==> src/rtl/transpose_stream_if.sv <==
// Element-stream bundle for transpose_stream: input and output valid/ready channels.
// The slave modport is the transpose block; the master modport is its environment.
interface transpose_stream_if #(
    parameter int unsigned DATA_WIDTH = 8
) ();
    logic                         in_valid;
    logic                         in_ready;
    logic signed [DATA_WIDTH-1:0] in_data;
    logic                         out_valid;
    logic                         out_ready;
    logic signed [DATA_WIDTH-1:0] out_data;
    logic                         out_row_last;
    logic                         out_last;

    modport master (
        output in_valid,
        output in_data,
        output out_ready,
        input  in_ready,
        input  out_valid,
        input  out_data,
        input  out_row_last,
        input  out_last
    );

    modport slave (
        input  in_valid,
        input  in_data,
        input  out_ready,
        output in_ready,
        output out_valid,
        output out_data,
        output out_row_last,
        output out_last
    );
endinterface

==> src/rtl/transpose_stream.sv <==
// Streaming R x C matrix transpose: row-major in, column-major out, one element per beat.
// Define TRANSPOSE_STREAM_PINGPONG_EN for two buffer banks so fill and drain overlap.
module transpose_stream #(
    parameter int unsigned DATA_WIDTH    = 8,
    parameter int unsigned INPUT_SHAPE_1 = 4,
    parameter int unsigned INPUT_SHAPE_2 = 6
) (
    input logic                clk_p,
    input logic                rst_p,
    transpose_stream_if.slave  io_stream
);
    localparam int unsigned R  = INPUT_SHAPE_1;
    localparam int unsigned C  = INPUT_SHAPE_2;
    localparam int unsigned N  = R * C;
`ifdef TRANSPOSE_STREAM_PINGPONG_EN
    localparam int unsigned NB = 2;
`else
    localparam int unsigned NB = 1;
`endif
    localparam int unsigned AW = (NB * N > 1) ? $clog2(NB * N) : 1;
    localparam int unsigned CW = (N > 1) ? $clog2(N) : 1;
    localparam int unsigned IW = (R > 1) ? $clog2(R) : 1;
    localparam int unsigned JW = (C > 1) ? $clog2(C) : 1;

    logic [DATA_WIDTH-1:0] r_mem [NB*N];

    logic [CW-1:0] r_wa;
    logic [CW-1:0] r_ra;
    logic [IW-1:0] r_i;
    logic [JW-1:0] r_j;

    logic          w_in_ready_raw;
    logic          w_out_valid_raw;
    logic          w_in_ready;
    logic          w_out_valid;
    logic          w_in_fire;
    logic          w_out_fire;
    logic          w_fill_done;
    logic          w_drain_done;
    logic          w_i_last;
    logic          w_j_last;
    logic [AW-1:0] w_waddr;
    logic [AW-1:0] w_raddr;

    assign w_in_ready   = !rst_p && w_in_ready_raw;
    assign w_out_valid  = !rst_p && w_out_valid_raw;
    assign w_in_fire    = io_stream.in_valid && w_in_ready;
    assign w_out_fire   = w_out_valid && io_stream.out_ready;
    assign w_i_last     = (r_i == IW'(R - 1));
    assign w_j_last     = (r_j == JW'(C - 1));
    assign w_fill_done  = w_in_fire && (r_wa == CW'(N - 1));
    assign w_drain_done = w_out_fire && w_i_last && w_j_last;

`ifdef TRANSPOSE_STREAM_PINGPONG_EN
    logic [1:0] r_full;
    logic       r_wb;
    logic       r_rb;

    assign w_in_ready_raw  = !r_full[r_wb];
    assign w_out_valid_raw = r_full[r_rb];
    assign w_waddr = AW'(r_wa) + (r_wb ? AW'(N) : AW'(0));
    assign w_raddr = AW'(r_ra) + (r_rb ? AW'(N) : AW'(0));

    // A fill needs !full[wb] and a drain needs full[rb], so both completing
    // in one cycle always touch different banks.
    always_ff @(posedge clk_p) begin
        if (rst_p) begin
            r_full <= 2'b00;
            r_wb   <= 1'b0;
            r_rb   <= 1'b0;
        end else begin
            if (w_fill_done) begin
                r_full[r_wb] <= 1'b1;
                r_wb         <= ~r_wb;
            end
            if (w_drain_done) begin
                r_full[r_rb] <= 1'b0;
                r_rb         <= ~r_rb;
            end
        end
    end
`else
    typedef enum logic [0:0] {StFill, StDrain} state_e;

    state_e r_state;
    logic   r_in_rdy;
    logic   r_out_vld;

    assign w_in_ready_raw  = r_in_rdy;
    assign w_out_valid_raw = r_out_vld;
    assign w_waddr         = AW'(r_wa);
    assign w_raddr         = AW'(r_ra);

    always_ff @(posedge clk_p) begin
        if (rst_p) begin
            r_state   <= StFill;
            r_in_rdy  <= 1'b1;
            r_out_vld <= 1'b0;
        end else begin
            case (r_state)
                StFill: begin
                    if (w_fill_done) begin
                        r_state   <= StDrain;
                        r_in_rdy  <= 1'b0;
                        r_out_vld <= 1'b1;
                    end
                end
                StDrain: begin
                    if (w_drain_done) begin
                        r_state   <= StFill;
                        r_in_rdy  <= 1'b1;
                        r_out_vld <= 1'b0;
                    end
                end
            endcase
        end
    end
`endif

    // Buffer contents are intentionally not reset; stale data is never read
    // because a bank only drains after a complete fill.
    always_ff @(posedge clk_p) begin
        if (w_in_fire) begin
            r_mem[w_waddr] <= io_stream.in_data;
        end
    end

    // r_ra tracks i*C + j incrementally: step by C down a column, then wrap to j+1.
    always_ff @(posedge clk_p) begin
        if (rst_p) begin
            r_wa <= '0;
            r_ra <= '0;
            r_i  <= '0;
            r_j  <= '0;
        end else begin
            if (w_in_fire) begin
                r_wa <= w_fill_done ? '0 : r_wa + CW'(1);
            end
            if (w_out_fire) begin
                if (w_i_last) begin
                    r_i <= '0;
                    if (w_j_last) begin
                        r_j  <= '0;
                        r_ra <= '0;
                    end else begin
                        r_j  <= r_j + JW'(1);
                        r_ra <= CW'(r_j) + CW'(1);
                    end
                end else begin
                    r_i  <= r_i + IW'(1);
                    r_ra <= r_ra + CW'(C);
                end
            end
        end
    end

    assign io_stream.in_ready     = w_in_ready;
    assign io_stream.out_valid    = w_out_valid;
    assign io_stream.out_data     = w_out_valid ? r_mem[w_raddr] : '0;
    assign io_stream.out_row_last = w_out_valid && w_i_last;
    assign io_stream.out_last     = w_out_valid && w_i_last && w_j_last;

endmodule

==> src/flat_wrapper.sv <==
// flat-port wrapper written by rule: the top's interface ports become plain ports
module transpose_stream_flat 
#(
    parameter int unsigned DATA_WIDTH    = 8,
    parameter int unsigned INPUT_SHAPE_1 = 4,
    parameter int unsigned INPUT_SHAPE_2 = 6
)
  (clk_p, rst_p, io_stream_in_valid, io_stream_in_data, io_stream_out_ready, io_stream_in_ready, io_stream_out_valid, io_stream_out_data, io_stream_out_row_last, io_stream_out_last);
  transpose_stream_if #(.DATA_WIDTH(DATA_WIDTH)) io_stream_i ();
  input logic clk_p;
  input logic rst_p;
  input wire logic [$bits(io_stream_i.in_valid)-1:0] io_stream_in_valid;
  input wire logic [$bits(io_stream_i.in_data)-1:0] io_stream_in_data;
  input wire logic [$bits(io_stream_i.out_ready)-1:0] io_stream_out_ready;
  output wire logic [$bits(io_stream_i.in_ready)-1:0] io_stream_in_ready;
  output wire logic [$bits(io_stream_i.out_valid)-1:0] io_stream_out_valid;
  output wire logic [$bits(io_stream_i.out_data)-1:0] io_stream_out_data;
  output wire logic [$bits(io_stream_i.out_row_last)-1:0] io_stream_out_row_last;
  output wire logic [$bits(io_stream_i.out_last)-1:0] io_stream_out_last;
  assign io_stream_i.in_valid = io_stream_in_valid;
  assign io_stream_i.in_data = io_stream_in_data;
  assign io_stream_i.out_ready = io_stream_out_ready;
  assign io_stream_in_ready = io_stream_i.in_ready;
  assign io_stream_out_valid = io_stream_i.out_valid;
  assign io_stream_out_data = io_stream_i.out_data;
  assign io_stream_out_row_last = io_stream_i.out_row_last;
  assign io_stream_out_last = io_stream_i.out_last;
  transpose_stream #(.DATA_WIDTH(DATA_WIDTH), .INPUT_SHAPE_1(INPUT_SHAPE_1), .INPUT_SHAPE_2(INPUT_SHAPE_2)) u_core (.clk_p(clk_p), .rst_p(rst_p), .io_stream(io_stream_i));
endmodule
==> config.mk <==
export PLATFORM = sky130hd
export DESIGN_NAME = transpose_stream_flat
export DESIGN_NICKNAME = d
export VERILOG_FILES = /design/src/rtl/transpose_stream_if.sv /design/src/rtl/transpose_stream.sv /design/src/flat_wrapper.sv
export SDC_FILE = /design/constraint.sdc
export NUM_CORES = 1
export LEC_CHECK = 0
export ABC_AREA = 1
export CORE_MARGIN = 4
export CORE_UTILIZATION = 40
export CTS_CLUSTER_DIAMETER = 80
export CTS_CLUSTER_SIZE = 28
export DETAILED_ROUTE_END_ITERATION = 10
export GPL_TIMING_DRIVEN = 0
export HOLD_SLACK_MARGIN = 0.12
export SLEW_MARGIN = 20
export SYNTH_ARGS = -nofsm -noshare
export SYNTH_HDL_FRONTEND = slang
export SYNTH_SLANG_ARGS = --single-unit
==> constraint.sdc <==
create_clock -name clk_p -period 1.95 [get_ports clk_p]
set_clock_uncertainty 0.05 [all_clocks]
set_input_delay 0.39 -clock clk_p [delete_from_list [all_inputs] [get_ports clk_p]]
set_output_delay 0.39 -clock clk_p [all_outputs]
set_load 0.01 [all_outputs]
# ---- After elaboration in Yosys (flattened, before gate mapping)
# Memories as Yosys holds them, arrays and structs flattened. A register that Yosys moved wholly into a read port is not among the register bits.
# Index checks and enable logic that the tools add are counted.
dict set report op_classes {
  n_eq_ne 5
  add_sub_neg 5
  muxes 19
  bitwise_logic 1
  n_reduce_logical 12
}
# operator count
set op_table {}
lappend op_table {{$mux W5} 5}
lappend op_table {{$logic_and A1 B1 Y1} 9}
lappend op_table {{$mux W1} 8}
lappend op_table {{$mux W8} 1}
lappend op_table {{$pmux W1 S2} 3}
lappend op_table {{$add A5 B1 Y5 const B} 1}
lappend op_table {{$add A5 B3 Y5 const B} 1}
lappend op_table {{$eq A5 B5 Y1 const B} 1}
lappend op_table {{$add A3 B1 Y4 const B} 1}
lappend op_table {{$ne A2 B1 Y1 const B} 2}
lappend op_table {{$reduce_and A2 Y1} 2}
lappend op_table {{$add A3 B1 Y3 const B} 1}
lappend op_table {{$eq A3 B3 Y1 const B} 1}
lappend op_table {{$mux W3} 1}
lappend op_table {{$add A2 B1 Y2 const B} 1}
lappend op_table {{$eq A2 B2 Y1 const B} 1}
lappend op_table {{$mux W2} 1}
lappend op_table {{$logic_not A1 Y1} 1}
lappend op_table {{$not A1 Y1} 1}
dict set report word_totals {
  regBits 18
  in_bits 12
  ramBits 192
  wordCells 50
  output_inout_bits 12
  memories 1
}
# memory words word_bits read_ports rd_clocked_by_memory_dff write_ports line
set mem_list {}
lappend mem_list {u_core.r_mem 24 8 1 1 1 transpose_stream.sv:25} ;# logic [DATA_WIDTH-1:0] r_mem [NB*N];

# ---- Logic depth before layout (Yosys ltp)
dict set report depth {
  word_depth 7
  depth_mapped 11
  mapped_depth_nobuf 9
}

# ---- Least setup slack after synthesis
# Ideal clock, no wire load.
dict set report synth_path {
  kind {register to output}
  from {register (tool-made name)}
  to {output port io_stream_out_data[2]}
  t_required_ps 1510
  stages_incl_launch_ff 11
  t_arrival_ps 1267
  path_slack_ps 243
  n_path_buf 3
  path_cell_list {dfxtp_1 buf_6 buf_6 buf_4 nand2_1 nand3_1 nand3_1 nand3_1 nand2_1 nand2_1 a21oi_1}
}
# element line
set synth_rtl {}
lappend synth_rtl {{to (decl)} flat_wrapper.sv:17} ;# output wire logic [$bits(io_stream_i.out_data)-1:0] io_stream_out_data;

==> metrics.md <==
| Metric | Value |
|---|---|
| Grt ovf | 0 |
| Vias in the first global route | roughly 5700 |
| Core ar. | 22600 µm² |
| RR Startpoint | u_core.r_in_rdy |
| Slowest CP cell | dfxtp_2 |
| RSZ-0062 raised after global routing | true |
| Clock transition at path regs | around 100 ps |
| Layout cells sized above 1 | 0.225 |
| Layout area overhead | 19.8% |
| WP data required | about 1500 ps |
| Worst Path Max Fanout | 8 |
| Fin util | 0.486 |
| Total CTS buffers | 12 |
| Run status | finished, violations left |
| Max stage delay on crit path | 350 ps |
| CP delay by family, top | buffers and inverters |
| Failing checks | negative setup slack |
| Die Ht | ~160 µm |
| Post-Syn Area | ~9000 µm² |
| CTS Buffer Depth | 3 |
| HP Class | primary input to flip-flop |
| Ys Warns | 0 |
| Final hold vios | 0 |
| Routed WL | about 22 mm |
| Pleak | ~0.0043 µW |
| CP endpoint kind | primary output |
| # rows | 55 |
| Hold path start | rst_p |
| Die W | 159 µm |
| Number of buffer cells added on primary ports | 23 |
| Relative slew slack | 0.264 |
| Drt wl/cell | about 19 µm |
| Detailed-route via count | 6127 |
| Final cycle utilization of the critical path | 1.32 |
| Most frequent cells in the layout | 192 x edfxtp_1, 173 x nand2_1, 113 x inv_1, 68 x nand3_1, 53 x nor2_1 |
| Crit start category | flip-flop |
| Avg Cell Area, Syn | roughly 11 µm² |
| Uppermost routed layer | met4 |
| Avg Vias per Cell | just over 5 |
| CP arrival | roughly 2100 ps |
| Final setup TNS | -4700 ps |
| Worst-Margin Slew | approximately 1100 ps |
| Final net count | 932 |
| Yosys cell types | 35 |
| CP Class | flip-flop to primary output |
| DRT met1 WL | 9.98 mm |
| Skew-Pair Late Insertion Delay | 470 ps |
| Largest net degree at the start of global routing | 30 |
| Placer's final routability congestion estimate | slightly below 0.9 |
| GRT Util Overall | 0.172 |
| CTS tree | yes |
| Initial antenna violation count | 0 |
| DP HPWL | between 10 and 15 mm |
| Cells after Synth | ~860 |
| Met2 Wirelength | between 10 and 15 mm |
| Max cap viols | 0 |
| DRC | 0 |
| DRT Pass-1 Iters | 5 |
| First-pass GRT wire length | 34.0 mm |
| CP bufs+invs | 5 |
| CTS H-tree lvls | 1 |
| Max Freq | 389 MHz |
| PD cells | 727 nW/µm² |
| Worst path cell trace | buf_12 -> clkinv_8 -> buf_8 -> buf_8 -> nand2_2 -> nand3_2 -> nand3_2 -> nand3_2 -> nand2_2 -> nand2_2 -> a21oi_2 -> buf_2 |
| Final setup margin | -617 ps |
| Initial drt markers | roughly 690 |
| Diodes inserted | 0 |
| Peak VDD IR | 0.491 mV |
| Setup WS pre-CTS | -955 ps |
| Final Critical Period | between 2000 and 3000 ps |
| Final setup fails | 8 |
| Metal3 WL | approximately 1.6 mm |
| Post-CTS Hold Buffers | 0 |
| I/O pin count | 24 |
| Post-synthesis sequential area ratio | 0.678 |
| Synth Register Bits | about 220 |
| Commonest non-fill, non-tap cell in the layout | edfxtp_1 |
| Final slew viol count | 0 |
| Hold slack | ~250 ps |
| Clock net sink count | around 220 |
| Clock root cell | clkbuf_16 |
| Final ANT Viol Nets | 0 |
| Initial Util | 0.405 |
| Full die area | 25400 µm² |
| Syn Nets | around 880 |
==> metrics by stage <==
step,instance area [µm²],total power [µW],instances
global placement,9770,5340,1169
floorplan,9180,5210,861
global route,11000,8250,1205
CTS,10500,8010,1193
detailed placement,9770,5340,1169
finish,11000,7990,1205
==> what timing repair did <==
action | 4_1_cts | 5_1_grt
cloned | 1 | 3
gates resized for setup | 142 | 72
buffers inserted | 3 | 10
endpoints found under the setup margin | 180 | 170
pin swaps | 17 | 34
==> routing by layer <==
layer / global-route usage / vias up
met1: 0.251 / 2898
met5: 0 / -
met4: 0.0493 / 0
li1: - / 2966
met3: 0.0259 / 45
met2: 0.268 / 218
==> final timing paths <==
| kind | end | slack (ps) | cells after the start |
|---|---|---|---|
| worst max-delay path | io_stream_out_data[7] | -620 | 12 |
| worst min-delay path | u_core.r_wa[4] | 250 | 2 |
| worst max register to register | u_core.r_mem[9][1] | 170 | 6 |
| worst min register to register | u_core.r_in_rdy | 420 | 2 |
==> where the power goes <==
group / leakage [µW] / switching, µW / internal (µW)
sequential: 0.00191 / 8.79 / 5030
combinational: 0.00217 / 172 / 54.8
clock: 0.000177 / 1460 / 1260
total: 0.00426 / 1640 / 6350
==> synthesized netlist by cell type (all sizes together) <==
cell	n	area share
o21ai	44	0.024
a31oi	2	0.0020
xor2	2	0.0019
nand3	112	0.061
nand2	197	0.082
edfxtp	192	0.63
inv	124	0.051
dfxtp	23	0.050
o21a	1	0.00082
xnor2	1	0.00095
clkbuf	7	0.0029
a21oi	12	0.0065
ha	6	0.0082
nor2	78	0.034
buf	32	0.023
nand4	2	0.0014
o211ai	17	0.014
nor3	5	0.0045
o221ai	1	0.00095
and3	1	0.00068
o31ai	2	0.0016
==> state kept, by name, indices dropped and copies added (netlist names), named ones only <==
name / flops
u_core.r_mem: 192
u_core.r_in_rdy: 1
u_core.r_i: 2
u_core.r_j: 3
u_core.r_out_vld: 1
u_core.r_state: 1
u_core.r_wa: 5
u_core.r_ra: 5
==> kinds of logic (layout without fill, tap and decap cells) <==
family                   count (synthesis)  count (layout)  share of synthesized area
flip-flops                             215             215                      0.678
AO/OA/AOI/OAI                           79              79                     0.0504
buffers and inverters                  163             222                     0.0773
AND/OR/NAND/NOR                        395             395                      0.183
adder cells (fa/ha/maj)                  6               6                    0.00818
XOR/XNOR                                 3               3                    0.00286
==> final cells by class <==
class,count,area [µm²]
Fill cell,1971,11600
Timing Repair Buffer,40,470
Buffer,38,364
Tap cell,285,357
Inverter,124,482
Clock inverter,4,46.3
Sequential cell,215,6230
Clock buffer,16,337
Multi-Input combinational cell,483,2710
Note: power is estimated with default switching activity, not from simulation.
